### src/rtl/multicon_reg_arb.sv
// Two-requester round-robin arbiter for the multi-function controller register
// port, with a bounded ownership lock and latency-aligned read-data steering.
module multicon_reg_arb #(
   parameter int unsigned ADDR_WIDTH = 32,
   parameter int unsigned DATA_WIDTH = 64,
   parameter int unsigned RD_LATENCY = 1,
   parameter int unsigned MAX_LOCK   = 4
) (
   input  logic                      clk,
   input  logic                      rst,
   input  logic                      i_req0,
   input  logic                      i_req1,
   input  logic                      i_we0,
   input  logic                      i_we1,
   input  logic [ADDR_WIDTH-1:0]     i_addr0,
   input  logic [ADDR_WIDTH-1:0]     i_addr1,
   input  logic [DATA_WIDTH/8-1:0]   i_be0,
   input  logic [DATA_WIDTH/8-1:0]   i_be1,
   input  logic [DATA_WIDTH-1:0]     i_wdata0,
   input  logic [DATA_WIDTH-1:0]     i_wdata1,
   input  logic                      i_lock0,
   input  logic                      i_lock1,
   output logic                      o_gnt0,
   output logic                      o_gnt1,
   output logic                      o_rvalid0,
   output logic                      o_rvalid1,
   output logic [DATA_WIDTH-1:0]     o_rdata0,
   output logic [DATA_WIDTH-1:0]     o_rdata1,
   output logic                      o_reg_req,
   output logic                      o_reg_we,
   output logic [ADDR_WIDTH-1:0]     o_reg_addr,
   output logic [DATA_WIDTH/8-1:0]   o_reg_be,
   output logic [DATA_WIDTH-1:0]     o_reg_wdata,
   input  logic [DATA_WIDTH-1:0]     i_reg_rdata
);

   localparam int unsigned CNT_WIDTH = $clog2(MAX_LOCK + 1);

   typedef enum logic {ST_UNLOCKED = 1'b0, ST_LOCKED = 1'b1} lock_state_e;

   lock_state_e           state, state_nxt;
   logic                  lock_owner, lock_owner_nxt;
   logic [CNT_WIDTH-1:0]  lock_cnt, lock_cnt_nxt;
   logic                  last_owner;
   logic                  gnt_any, gnt_idx, gnt_lock, gnt_we, owner_req;
   logic [RD_LATENCY-1:0] pipe_vld, pipe_own;

   // State register: lock FSM, lock bookkeeping and round-robin pointer
   always_ff @(posedge clk or posedge rst) begin
      if (rst) begin
         state      <= ST_UNLOCKED;
         lock_owner <= 1'b0;
         lock_cnt   <= '0;
         last_owner <= 1'b1;
      end else begin
         state      <= state_nxt;
         lock_owner <= lock_owner_nxt;
         lock_cnt   <= lock_cnt_nxt;
         if (gnt_any) last_owner <= gnt_idx;
      end
   end

   // Next-state: enter lock on a locked grant, release on drop, abandon or limit
   always_comb begin
      state_nxt      = state;
      lock_owner_nxt = lock_owner;
      lock_cnt_nxt   = lock_cnt;
      unique case (state)
         ST_UNLOCKED: begin
            if (gnt_any && gnt_lock && (MAX_LOCK > 1)) begin
               state_nxt      = ST_LOCKED;
               lock_owner_nxt = gnt_idx;
               lock_cnt_nxt   = CNT_WIDTH'(1);
            end
         end
         ST_LOCKED: begin
            if (!owner_req || !gnt_lock || (lock_cnt == CNT_WIDTH'(MAX_LOCK - 1))) begin
               state_nxt    = ST_UNLOCKED;
               lock_cnt_nxt = '0;
            end else begin
               lock_cnt_nxt = CNT_WIDTH'(lock_cnt + CNT_WIDTH'(1));
            end
         end
         default: begin
            state_nxt    = ST_UNLOCKED;
            lock_cnt_nxt = '0;
         end
      endcase
   end

   // Output: grant selection and downstream mux of the granted requester
   always_comb begin
      gnt_any   = 1'b0;
      gnt_idx   = 1'b0;
      owner_req = lock_owner ? i_req1 : i_req0;
      if (state == ST_LOCKED) begin
         gnt_any = owner_req;
         gnt_idx = lock_owner;
      end else if (i_req0 && i_req1) begin
         gnt_any = 1'b1;
         gnt_idx = ~last_owner;
      end else if (i_req0 || i_req1) begin
         gnt_any = 1'b1;
         gnt_idx = i_req1;
      end
      gnt_lock    = gnt_idx ? i_lock1 : i_lock0;
      gnt_we      = gnt_idx ? i_we1 : i_we0;
      o_gnt0      = gnt_any & ~gnt_idx;
      o_gnt1      = gnt_any & gnt_idx;
      o_reg_req   = gnt_any;
      o_reg_we    = gnt_any & gnt_we;
      o_reg_addr  = o_gnt1 ? i_addr1  : i_addr0;
      o_reg_be    = o_gnt1 ? i_be1    : i_be0;
      o_reg_wdata = o_gnt1 ? i_wdata1 : i_wdata0;
   end

   // Read-return pipeline: tail lines up with downstream read data
   always_ff @(posedge clk or posedge rst) begin
      if (rst) begin
         pipe_vld <= '0;
         pipe_own <= '0;
      end else begin
         pipe_vld[0] <= gnt_any & ~gnt_we;
         pipe_own[0] <= gnt_idx;
         for (int i = 1; i < RD_LATENCY; i++) begin
            pipe_vld[i] <= pipe_vld[i-1];
            pipe_own[i] <= pipe_own[i-1];
         end
      end
   end

   assign o_rvalid0 = pipe_vld[RD_LATENCY-1] & ~pipe_own[RD_LATENCY-1];
   assign o_rvalid1 = pipe_vld[RD_LATENCY-1] &  pipe_own[RD_LATENCY-1];
   assign o_rdata0  = i_reg_rdata;
   assign o_rdata1  = i_reg_rdata;

endmodule
### config.mk
export PLATFORM = sky130hd
export DESIGN_NAME = multicon_reg_arb
export DESIGN_NICKNAME = d
export VERILOG_FILES = /design/src/rtl/multicon_reg_arb.sv
export SDC_FILE = /design/constraint.sdc
export NUM_CORES = 1
export LEC_CHECK = 0
export BUFFER_PORTS_ARGS = -buffer_cell sky130_fd_sc_hd__buf_4
export CORE_AREA = 2 2 201 203
export CTS_CLUSTER_DIAMETER = 200
export DETAILED_ROUTE_END_ITERATION = 7
export DIE_AREA = 0 0 203 205
export SLEW_MARGIN = 20
export SYNTH_ARGS = -nofsm -noshare
export SYNTH_HDL_FRONTEND = slang
export SYNTH_SLANG_ARGS = --single-unit
### constraint.sdc
create_clock -name clk -period 1.9 [get_ports clk]
set_clock_uncertainty 0.15 [all_clocks]
set_input_delay 0.285 -clock clk [delete_from_list [all_inputs] [get_ports clk]]
set_output_delay 0.285 -clock clk [all_outputs]
set_load 0.1 [all_outputs]
=== Word-level counts from Yosys, hierarchy flattened ===
Index checks and enable logic that the tools add are counted.

* Flip-flop bits (word level): 8
* Bits of input ports: 280
* Output and inout port bits: 238
* Word-level logic and storage cells: 46

* $add $sub $neg: 1
* Eq/ne operators: 2
* Multiplexer cells: 18
* Bitwise gates (word level): 11
* Reduce and logical (&&, ||, !) cells: 8

{| class="wikitable"
|+ Operator list
! operator !! count
|-
| 64-bit 2-to-1 mux || 1
|-
| 32-bit 2-to-1 mux || 1
|-
| 1-bit 2-to-1 mux || 11
|-
| 8-bit 2-to-1 mux || 1
|-
| 1-bit AND || 6
|-
| 3-bit 2-to-1 mux || 2
|-
| 3-bit one-hot mux with 2 select lines || 1
|-
| 1-bit NOT || 5
|-
| 3-bit by 1-bit adder with 3-bit output, second input constant || 1
|-
| 3-bit by 2-bit == test with 1-bit output, second input constant || 1
|-
| 1-bit logical OR || 3
|-
| 1-bit logical AND || 2
|-
| 1-bit zero test || 2
|-
| 2-bit inequality test, second input constant || 1
|-
| 1-bit one-hot mux with 2 select lines || 1
|-
| 2-bit AND reduction || 1
|}

=== Depth between registers and ports, before layout ===
Gate-level depths: netlist of run 1.

* Depth in word-level cells: 10
* Mapped depth: 6
* Gate-level depth less buffers: 5

=== Worst setup path before layout of run 1 ===
Ideal clock, no wire load.

* Path type: flip-flop to output port
* Start point: register lock_owner
* End point: output port o_reg_we
* Arrival time: 3.627 ns
* Required time: 1.465 ns
* Slack: -2.162 ns
* Cell stages (with the launch flop): 4
* Buffers on the path: 0
* Cell sequence: dfrtp_1 -> mux2i_1 -> a21oi_1 -> nor2b_1

* Longest elaborated chain between the ends: 3
* Elaborated cells on any way between the ends: 5
* Those cells by class: mux: 4; bitwise: 1

{| class="wikitable"
|+ RTL lines
! element !! RTL line !! text
|-
| from (decl) || 42 || <nowiki>logic lock_owner, lock_owner_nxt;</nowiki>
|-
| from (signal assigned) || 57 || <nowiki>lock_owner <= lock_owner_nxt;</nowiki>
|-
| 1-bit 2-to-1 mux || 95 || <nowiki>owner_req = lock_owner ? i_req1 : i_req0;</nowiki>
|-
| 1-bit 2-to-1 mux || 96 || <nowiki>if (state == ST_LOCKED) begin</nowiki>
|-
| net o_reg_req || 29 || <nowiki>output logic o_reg_req,</nowiki>
|-
| 1-bit AND || 111 || <nowiki>o_reg_we = gnt_any & gnt_we;</nowiki>
|-
| to (decl) || 30 || <nowiki>output logic o_reg_we,</nowiki>
|}

The timed path passes the listed nets, and every way through them passes these cells.

=== Worst setup path after layout of run 1 ===
* Start point: register last_owner
* End point: output port o_reg_wdata[51]

* Longest elaborated chain between the ends: 5

{| class="wikitable"
|+ RTL lines
! element !! RTL line !! text
|-
| from (decl) || 44 || <nowiki>logic last_owner;</nowiki>
|-
| from (signal assigned) || 59 || <nowiki>if (gnt_any) last_owner <= gnt_idx;</nowiki>
|-
| 1-bit NOT || 101 || <nowiki>gnt_idx = ~last_owner;</nowiki>
|-
| 1-bit 2-to-1 mux || 99 || <nowiki>end else if (i_req0 && i_req1) begin</nowiki>
|-
| 1-bit 2-to-1 mux || 96 ||
|-
| 1-bit AND || 109 || <nowiki>o_gnt1 = gnt_any & gnt_idx;</nowiki>
|-
| 64-bit 2-to-1 mux || 114 || <nowiki>o_reg_wdata = o_gnt1 ? i_wdata1 : i_wdata0;</nowiki>
|-
| to (decl) || 33 || <nowiki>output logic [DATA_WIDTH-1:0] o_reg_wdata,</nowiki>
|}

No other way between the ends.

==> results of run 1 <==
==> state kept, by name, indices dropped and copies added, names as in the netlist <==
| register | count |
|---|---|
| lock_cnt | 3 |
| pipe_vld | 1 |
| pipe_own | 1 |
| last_owner | 1 |
| state | 1 |
| lock_owner | 1 |
==> cell families (layout without fill, tap and decap cells) <==
family                     after synthesis  count (layout)  synth area share
buffers and inverters                  145             375            0.3911
muxes                                  108             108            0.4486
and+or+nand+nor                         23              23           0.04356
AOI/OAI and AO/OA                       13              13           0.03290
DFF                                      8               8           0.07461
adders and majority gates                2               2          0.009266
==> worst max-delay path: cells and delay by family (launching register included) <==
family                 cells  cell delay (ps)
buffers and inverters      4              660
flip-flops                 1              530
multiplexers               1              310
AO/OA/AOI/OAI              1              170
AND/OR/NAND/NOR            1               60
==> worst min path at each step <==
stage / endpoint / from / slack, ps / cells after the start
final: lock_owner / i_lock1 / 220 / 3
after global routing: state / i_lock1 / 250 / 3
after CTS: lock_owner / i_lock1 / 200 / 3
after detailed placement: pipe_vld / rst / 130 / 2
after global placement: pipe_vld / rst / 120 / 2
after floorplan: lock_cnt[0] / rst / -50 / 1
==> stage by stage <==
stage               setup WS, ps  total power (W)
CTS                       -544.5         0.006557
global route              -585.0         0.007065
detailed placement        -357.1         0.005555
global placement          -330.9         0.005524
finish                    -536.5         0.006865
floorplan                 -400.3         0.005651
==> routing by layer <==
layer | GRT usage | vias to the layer above
met4 | 0.005735 | 0
met5 | 0.002381 | -
met2 | 0.08635 | 293
met1 | 0.07445 | 1360
met3 | 0.04120 | 16
li1 | - | 1343
==> power breakdown <==
group	switching (W)	total [W]	internal, W
Clock	0.0000904	0.000371	0.000280
Sequential	0.0000408	0.000261	0.000220
Combinational	0.00386	0.00623	0.00237
Total	0.00399	0.00687	0.00287
==> timing repair <==
item,CTS,global route
resized for setup,138,87
hold buffers,1,0
endpoints found under the hold margin,7,0
cloned,2,2
buffers inserted,8,1
endpoints found under the setup margin,109,111
==> layout make-up <==
cell class	count	area [sq um]	share of cell area
repair buffers	367	3670	0.5639
multi-input cells	146	1882	0.2892
well taps	525	656.9	0.1009
flip-flops and latches	8	201.4	0.03096
clock buffers	4	78.83	0.01211
inverters	4	18.77	0.002884
==> cells in the final DEF (no fill, tap or decap), types with 3 or more instances in the layout <==
cell	n
sky130_fd_sc_hd__buf_4	240
sky130_fd_sc_hd__and2_1	3
sky130_fd_sc_hd__nor2_1	6
sky130_fd_sc_hd__nand2_1	4
sky130_fd_sc_hd__a21oi_1	3
sky130_fd_sc_hd__nand2b_1	4
sky130_fd_sc_hd__buf_12	19
sky130_fd_sc_hd__buf_6	43
sky130_fd_sc_hd__buf_8	61
sky130_fd_sc_hd__clkbuf_16	5
sky130_fd_sc_hd__inv_1	3
sky130_fd_sc_hd__dfrtp_1	7
sky130_fd_sc_hd__mux2_2	7
sky130_fd_sc_hd__mux2_4	97
==> impl_metrics.toml, run 1 <==
[grt]
grt_use_total = 0.05971
pin_count_of_the_biggest_net_entering_global_routing = 15
grt_pass1_wl_mm = 18.93
grt_overflow_total = 0
grt_pass1_vias = 3059
antenna_found_initial = 1

[sta]
post-route-worst-setup-slack_ps = -536.5
hold_ws_ps = 221.0
finalCriticalPeriod_ps = 2436
final_slew_viol_count = 0
rsz_0062_raised_after_global_routing = "true"
finalHoldViolations = 0
maxClockFrequency_mhz = 410.4
worst_slew_margin_rel = 0.7247
setup_viol = 107
post-route-period-util = 1.282
tightestPinTransition_ps = 412.9
setup-tns-final_ps = -50350

[clock_tree]
ctsLongestPathBuffers = 2
tritoncts_clock_tree = "built"
number_of_clock_buffers_inserted_by_tritoncts = 3
clkTransAtPathRegs_ps = 40
cts_root_buffer = "sky130_fd_sc_hd__clkbuf_16"
clock_sinks = 8
h-tree-depth = 1
worst_skew_pair.late_latency_ps = 230

[critical_path]
worst_path_max_stage_delay_ps = 530
worst_ep_required_time_ps = 1460
worst-endpoint-arrival_ps = 2000
worstReg2RegEnd = "lock_cnt[0]"
ff2ff_setup_slack_ps = 50
critical_path_class = "flip-flop to output port"
critical_path.endpoint = "o_reg_wdata[51]"
r2r_cells = 8
cp-end-kind = "output port"
cp_cell_sequence = "nand2_2 > o211ai_4 > buf_12 > buf_12 > clkbuf_16 > mux2_4 > buf_8"
timing.critical_path.fanout_max = 15
critPathLaunchType = "flip-flop"
critPathSlowestCell = "sky130_fd_sc_hd__dfstp_2"
reg2reg_from = "last_owner"
path_common_cell = "sky130_fd_sc_hd__buf_12"
setup.worst_path.start = "last_owner"

[power_and_ir_drop]
vdd.ir_drop.worst_uv = 503.8
p_per_area_nw_per_um2 = 1055
power_leakage_nw = 3.238

[yosys]
netlist.area_leader.share = 0.3726
synth_most_common_cell = "sky130_fd_sc_hd__buf_4"
largest_area_contributor_in_the_synthesized_netlist = "sky130_fd_sc_hd__buf_4"
synthesis.area_sq_um = 2700
postSynthAreaPerCell_sq_um = 9.030
syn_nets = 581
synth_warnings = 0
synth_seq_cells = 8
post_synth_edffs = 0
asyncSetResetFlopFracSynth = 1.000
synth_top_flop_cell = "sky130_fd_sc_hd__dfrtp_1"
synthDistinctLibCells = 23
synth_cells = 299
synth.top_cells.by_area = "sky130_fd_sc_hd__buf_4 37%, sky130_fd_sc_hd__mux2_2 23%, sky130_fd_sc_hd__mux2_1 20%, sky130_fd_sc_hd__dfrtp_1 6.5%, sky130_fd_sc_hd__mux2i_1 1.5%"
synth.yosys.seq_area_share = 0.07461
synth_top_cells_by_count = "134 x sky130_fd_sc_hd__buf_4, 55 x sky130_fd_sc_hd__mux2_2, 49 x sky130_fd_sc_hd__mux2_1"

[job]
max_cap_violations = 0

[cells_and_area]
nNetsFinal = 812
diodes = 0
final_layout_size_suffix_gt1_frac = 0.9187
filler_cell_count = 4372
finish.instance_area_sq_um = 6507
instances_no_fill = 1054
layout-area-overhead-vs-synth_pct = 141.0
final_core_utilization = 0.1653

[detailed_routing]
antenna_violating_nets_post_route = 0
via_count_of_the_routed_design = 3012
drt_pass1_iterations = 4
route.detailed.wl_per_inst_microns = 14.13
remaining_drc_errors = 0
drt_iter0_drc = 126
wire_length_after_detailed_routing_mm = 14.90
drt-met1-wl_mm = 5.605
mean_number_of_vias_per_cell = 2.858
met2WireLength_mm = 6.748
met3RoutedLength_mm = 2.332
top_layer_used = "met4"

[die]
die_area_sq_um = 41620
ios = 518
area_of_the_placeable_core_sq_um = 39370
fp.dieH_microns = 205
initial_utilization = 0.06859
die_width_microns = 203
rows = 73

[placement]
place_area_sq_um = 5394
count_of_port_buffers_added_during_placement = 325
dp_hpwl_mm = 11.96
dp_cells = 1037
place.gp.congestion = 0.7362

[status]
status = "finished with violations"
violations_in_the_final_reports = "negative setup slack"

[worst_hold_path]
hold_crit_path_type = "input port to flip-flop"
(Power assumes the default switching activity.)
==> inputs of run 2 (changes only) <==
Settings changed: CELL_PAD_IN_SITES_DETAIL_PLACEMENT from default to 2, CELL_PAD_IN_SITES_GLOBAL_PLACEMENT from default to 2, CORE_AREA 2 2 201 203 to 2 2 200 202, DIE_AREA 0 0 203 205 to 0 0 202 204, PLACE_DENSITY_LB_ADDON from default to 0.1.
Clock period 1.9 ns to 2 ns, I/O delays scaled along.
==> run 2 against run 1 <==
The run still ends with negative setup slack left. Cell area up 4.0%. Combinational power down 1%. Highest routed layer unchanged. Setup slack better by 110 ps. Largest cell class unchanged. Sequential cell count unchanged. Global-route usage up 1.8 points. Sequential share of layout area down 0.10 points. Via count up 0.60%. Critical endpoint is now o_reg_addr[31]. Hold slack worse by 13 ps. Critical path type unchanged. Power down 1.2%. Critical path depth unchanged. Register-to-register slack better by 60 ps. Clock-buffer cell count unchanged.
==> impl_metrics.toml, run 2 (synthesis gave the netlist of run 1 again) <==
[grt]
grt_pass1_vias = 3385
grt_pass1_wl_mm = 23.98
grt_overflow_total = 0
grt_use_total = 0.07803
antenna_found_initial = 1
pin_count_of_the_biggest_net_entering_global_routing = 17

[critical_path]
critical_path.endpoint = "o_reg_addr[31]"
reg2reg_from = "last_owner"
critPathLaunchType = "flip-flop"
setup.worst_path.start = "last_owner"
cp-end-kind = "output port"
worstReg2RegEnd = "pipe_vld"
worst_ep_required_time_ps = 1550
timing.critical_path.fanout_max = 11
r2r_cells = 8
critical_path_class = "flip-flop to output port"
ff2ff_setup_slack_ps = 110
worst-endpoint-arrival_ps = 1980

[die]
die_area_sq_um = 41210
area_of_the_placeable_core_sq_um = 39180
rows = 73
ios = 518
die_width_microns = 202
fp.dieH_microns = 204
initial_utilization = 0.06891

[sta]
post-route-period-util = 1.214
finalCriticalPeriod_ps = 2428
worst_slew_margin_rel = 0.6974
setup-tns-final_ps = -41040
finalHoldViolations = 0
post-route-worst-setup-slack_ps = -428.4
tightestPinTransition_ps = 453.0
rsz_0062_raised_after_global_routing = "true"
setup_viol = 107
maxClockFrequency_mhz = 411.8
final_slew_viol_count = 0
hold_ws_ps = 207.8

[clock_tree]
number_of_clock_buffers_inserted_by_tritoncts = 3
h-tree-depth = 1
clkTransAtPathRegs_ps = 40
cts_root_buffer = "sky130_fd_sc_hd__clkbuf_16"
ctsLongestPathBuffers = 2
worst_skew_pair.late_latency_ps = 230
clock_sinks = 8
tritoncts_clock_tree = "built"

[cells_and_area]
final_layout_size_suffix_gt1_frac = 0.9228
most_frequent_cells_in_the_layout = "241 x sky130_fd_sc_hd__buf_4, 97 x sky130_fd_sc_hd__mux2_4, 71 x sky130_fd_sc_hd__buf_12"
nNetsFinal = 814
flip_flop_count_of_the_largest_register_after_layout = 3
layout-area-overhead-vs-synth_pct = 150.7
commonest_non_fill_non_tap_cell_in_the_layout = "sky130_fd_sc_hd__buf_4"
diodes = 0
instances_no_fill = 1056
max_flop_register = "lock_cnt"

[power_and_ir_drop]
p_per_area_nw_per_um2 = 1002
power_leakage_nw = 3.349
vdd.ir_drop.worst_uv = 292.6
report.power.total_w = 0.006782

[placement]
dp_cells = 1032
dpl_worst_slack_ps = -267.6
count_of_port_buffers_added_during_placement = 325
dp_hpwl_mm = 14.87
place.gp.congestion = 0.7505

[detailed_routing]
mean_number_of_vias_per_cell = 2.869
via_count_of_the_routed_design = 3030
route.detailed.wl_per_inst_microns = 16.77
drt_iter0_drc = 61
antenna_violating_nets_post_route = 0
remaining_drc_errors = 0
wire_length_after_detailed_routing_mm = 17.71
drt_pass1_iterations = 4

[worst_hold_path]
worstHoldStart = "i_lock1"
hold_crit_path_type = "input port to flip-flop"

[status]
violations_in_the_final_reports = "negative setup slack"
status = "finished with violations"

[job]
max_cap_violations = 0
[run 2: how the worst min path moves through the flow]
stage / to / slack (ps) / cells past startpoint
3_5_place_dp: pipe_own / 190 / 2
6_report: lock_owner / 210 / 3
2_1_floorplan: lock_cnt[0] / -40 / 1
3_3_place_gp: pipe_own / 170 / 2
4_1_cts: lock_owner / 210 / 3
5_1_grt: lock_owner / 230 / 3
[run 2: stage by stage]
stage               instance area (sq um)    util
floorplan                            3115       -
global placement                     5388  0.1375
detailed placement                   5388  0.1375
CTS                                  6549  0.1671
global route                         6770  0.1728
finish                               6770  0.1728
[run 2: cell type report]
cell class | count | area, sq um
well taps | 525 | 656.9
clock buffers | 4 | 78.83
multi-input cells | 146 | 1889
fillers | 4442 | 32410
inverters | 4 | 18.77
repair buffers | 369 | 3924
flip-flops and latches | 8 | 202.7
[run 2: per-layer routing]
| metal | part of all wire | global-route usage | up-vias |
|---|---|---|---|
| met5 | 0 | 0 | - |
| met4 | 0.0030 | 0.003414 | 0 |
| met3 | 0.12 | 0.04321 | 11 |
| met2 | 0.54 | 0.1464 | 274 |
| met1 | 0.34 | 0.07907 | 1395 |
| li1 | - | - | 1350 |
[run 2: what timing repair did]
| item | in CTS | in global routing |
|---|---|---|
| cloned | 3 | 1 |
| setup buffers | 12 | 8 |
| pin swaps | 1 | 1 |
| hold buffers | 1 | 0 |
| hold endpoints to repair | 7 | 0 |
| endpoints found under the setup margin | 108 | 110 |
| gates resized for setup | 218 | 55 |
[run 2: critical path, stage by stage (launching register included)]
cell                       delay [ps]
sky130_fd_sc_hd__dfstp_2          530
sky130_fd_sc_hd__nand2_2           60
sky130_fd_sc_hd__o211ai_4         170
sky130_fd_sc_hd__buf_6            140
sky130_fd_sc_hd__buf_12           130
sky130_fd_sc_hd__buf_12           150
sky130_fd_sc_hd__mux2_2           350
sky130_fd_sc_hd__buf_6            190
[run 2: power by group]
part	internal (W)	leakage, nW	switching [W]
Clock	0.000267	0.0382	0.0000938
Combinational	0.00244	3.21	0.00373
Sequential	0.000210	0.0999	0.0000417
Total	0.00292	3.35	0.00387
==> inputs of run 3 (changes only) <==
Settings changed: ABC_AREA from default to 1, CORE_AREA 2 2 200 202 to 2 2 201 203, DIE_AREA 0 0 202 204 to 0 0 203 205.
==> run 3 against run 2 <==
The run still ends with negative setup slack left. Synthesized cell count increased by 76%. Clock-buffer cell count is the same. Synthesized area up 1.6%. Final cell count is 21% higher. Die area is 0.99% higher. Combinational power rose to 2.8 times the previous value. Wire length rose by 28%. Register-to-register slack gained 130 ps. Cell area up 37%. Largest cell class unchanged.
==> impl_metrics.toml, run 3 <==
[clock_tree]
clkTransAtPathRegs_ps = 40
h-tree-depth = 1
worst_skew_pair.late_latency_ps = 230
cts_root_buffer = "sky130_fd_sc_hd__clkbuf_16"
number_of_clock_buffers_inserted_by_tritoncts = 3
ctsLongestPathBuffers = 2
clock_sinks = 8
tritoncts_clock_tree = "built"

[cells_and_area]
flip_flop_count_of_the_largest_register_after_layout = 3
commonest_non_fill_non_tap_cell_in_the_layout = "sky130_fd_sc_hd__buf_4"
most_frequent_cells_in_the_layout = "229 x sky130_fd_sc_hd__buf_4, 115 x sky130_fd_sc_hd__buf_12, 106 x sky130_fd_sc_hd__nand2_8"
nNetsFinal = 1032
final_core_utilization = 0.2355
final_layout_size_suffix_gt1_frac = 0.8531
layout-area-overhead-vs-synth_pct = 237.9
max_flop_register = "lock_cnt"

[yosys]
asyncSetResetFlopFracSynth = 1.000
synth.yosys.seq_area_share = 0.07342
synthesis.area_sq_um = 2744
synth_most_common_cell = "sky130_fd_sc_hd__nand2_1"
synth_top_flop_cell = "sky130_fd_sc_hd__dfrtp_1"
largest_area_contributor_in_the_synthesized_netlist = "sky130_fd_sc_hd__nand2_1"
synth_seq_cells = 8
post_synth_edffs = 0
synth_top_cells_by_count = "332 x sky130_fd_sc_hd__nand2_1, 129 x sky130_fd_sc_hd__buf_4, 11 x sky130_fd_sc_hd__buf_2"
syn_nets = 807
postSynthAreaPerCell_sq_um = 5.226
synth_warnings = 0
netlist.area_leader.share = 0.4542
synth.top_cells.by_area = "sky130_fd_sc_hd__nand2_1 45%, sky130_fd_sc_hd__buf_4 35%, sky130_fd_sc_hd__dfrtp_1 6.4%, sky130_fd_sc_hd__buf_6 2.5%, sky130_fd_sc_hd__buf_2 2.0%"
synthDistinctLibCells = 21
synth_cells = 525

[worst_hold_path]
hold_crit_path_type = "input port to flip-flop"

[grt]
antenna_found_initial = 0
pin_count_of_the_biggest_net_entering_global_routing = 24
grt_overflow_total = 0
grt_pass1_wl_mm = 31.59
grt_use_total = 0.1014
grt_pass1_vias = 4925

[critical_path]
cp-end-kind = "output port"
critPathSlowestCell = "sky130_fd_sc_hd__dfrtp_1"
path_common_cell = "sky130_fd_sc_hd__nand2_8"
timing.critical_path.max_delay_family = "buffers and inverters"
cp_cell_sequence = "buf_6 > o21ai_4 > nand2_8 > nand2_8 > inv_12 > bufbuf_16 > nand2_2 > nand2_8 > buf_12"
crit_buf_inv = 4
critical_path_class = "flip-flop to output port"
timing.critical_path.fanout_max = 11
ff2ff_setup_slack_ps = 240
critPathLaunchType = "flip-flop"
worst-endpoint-arrival_ps = 1900
worst_ep_required_time_ps = 1550
worst_path_max_stage_delay_ps = 400

[die]
area_of_the_placeable_core_sq_um = 39370
die_area_sq_um = 41620
fp.dieH_microns = 205
initial_utilization = 0.06970
ios = 518
die_width_microns = 203
rows = 73

[detailed_routing]
route.detailed.wl_per_inst_microns = 17.73
antenna_violating_nets_post_route = 0
via_count_of_the_routed_design = 4137
mean_number_of_vias_per_cell = 3.245
drt_pass1_iterations = 4
drt_iter0_drc = 50
wire_length_after_detailed_routing_mm = 22.61
remaining_drc_errors = 0

[sta]
post-route-worst-setup-slack_ps = -353.1
finalHoldViolations = 0
post-route-period-util = 1.177
finalCriticalPeriod_ps = 2353
setup-tns-final_ps = -31690
tightestPinTransition_ps = 461.6
worst_slew_margin_rel = 0.6899
setup_viol = 107
maxClockFrequency_mhz = 425.0
rsz_0062_raised_after_global_routing = "true"
final_slew_viol_count = 0

[power_and_ir_drop]
vdd.ir_drop.worst_uv = 881.2
power_leakage_nw = 4.115
p_per_area_nw_per_um2 = 1932

[status]
violations_in_the_final_reports = "negative setup slack"
status = "finished with violations"

[job]
max_cap_violations = 0

[placement]
dpl_worst_slack_ps = -306.3
count_of_port_buffers_added_during_placement = 325
dp_hpwl_mm = 17.30
place.gp.congestion = 0.7302
run 3: cell types whose count changed in the layout (fill, tap and decap cells not counted), moves of 9 or more:
| cell | delta |
|---|---|
| sky130_fd_sc_hd__mux2_4 | -97 |
| sky130_fd_sc_hd__nand2_8 | +106 |
| sky130_fd_sc_hd__nand3_1 | +9 |
| sky130_fd_sc_hd__nand2_2 | +101 |
| sky130_fd_sc_hd__buf_12 | +44 |
| sky130_fd_sc_hd__nand2_1 | +74 |
| sky130_fd_sc_hd__nand2_4 | +49 |
| sky130_fd_sc_hd__buf_4 | -12 |
| sky130_fd_sc_hd__buf_6 | -36 |
run 3: path summary, 6_finish.rpt:
path                       cells past startpoint              to  startpoint
setup / recovery                               9  o_reg_addr[26]  lock_owner
hold / removal                                 4        pipe_vld       i_we1
setup reg to reg                               9      last_owner  lock_owner
hold reg to reg                                2      last_owner  last_owner
max in group asynchronous                      3      last_owner         rst
min in group asynchronous                      3        pipe_vld         rst
run 3: power breakdown:
group / switching (W) / total, W / internal [W]
Clock: 0.0000877 / 0.000354 / 0.000267
Sequential: 0.0000410 / 0.000273 / 0.000232
Combinational: 0.0110 / 0.0173 / 0.00630
run 3: cell type report:
type | instances | area, sq um
inverter | 11 | 57.56
multi-input combinational | 356 | 3766
clock buffer | 4 | 78.83
fill | 4361 | 30090
timing repair buffer | 370 | 4509
sequential | 8 | 201.4
antenna | 1 | 2.502
tap | 525 | 656.9
run 3: kinds of logic after synthesis:
group / share of synthesized area
AND/OR/NAND/NOR: 0.4938
buffers and inverters: 0.4181
flip-flops: 0.07342
AO/OA/AOI/OAI: 0.005467
adder cells (fa/ha/maj): 0.009118
run 3: per-stage QoR:
step	cell area [sq um]	hold WS [ps]	power, W	instances
after floorplan	4464	-35.06	0.01178	525
after global placement	6625	174.8	0.01301	1242
after detailed placement	6625	173.4	0.01310	1242
after CTS	8872	223.5	0.01763	1272
after global routing	9270	259.2	0.01865	1274
final	9273	221.9	0.01791	1275
run 3: worst reg2reg max path: cells and delay by family (launching register included):
kind,cells,cell delay (ps)
buf+inv,5,680
flops,1,400
simple gates,3,250
compound gates,1,210
run 3: metal layers:
layer  up-vias  GRT usage  wire [microns]
met4         2   0.009645             112
met2       303     0.1853           11840
li1       1892          -               -
met3         8    0.06411            3321
met1      1932    0.09946            7296
met5         -   0.007143              37
run 3: what timing repair did:
item,4_1_cts,5_1_grt
endpoints found under the hold margin,7,0
gates resized for setup,449,109
hold buffers,1,0
gates cloned,10,3
setup endpoints to repair,107,107
pin swaps,0,12
buffers inserted,15,4
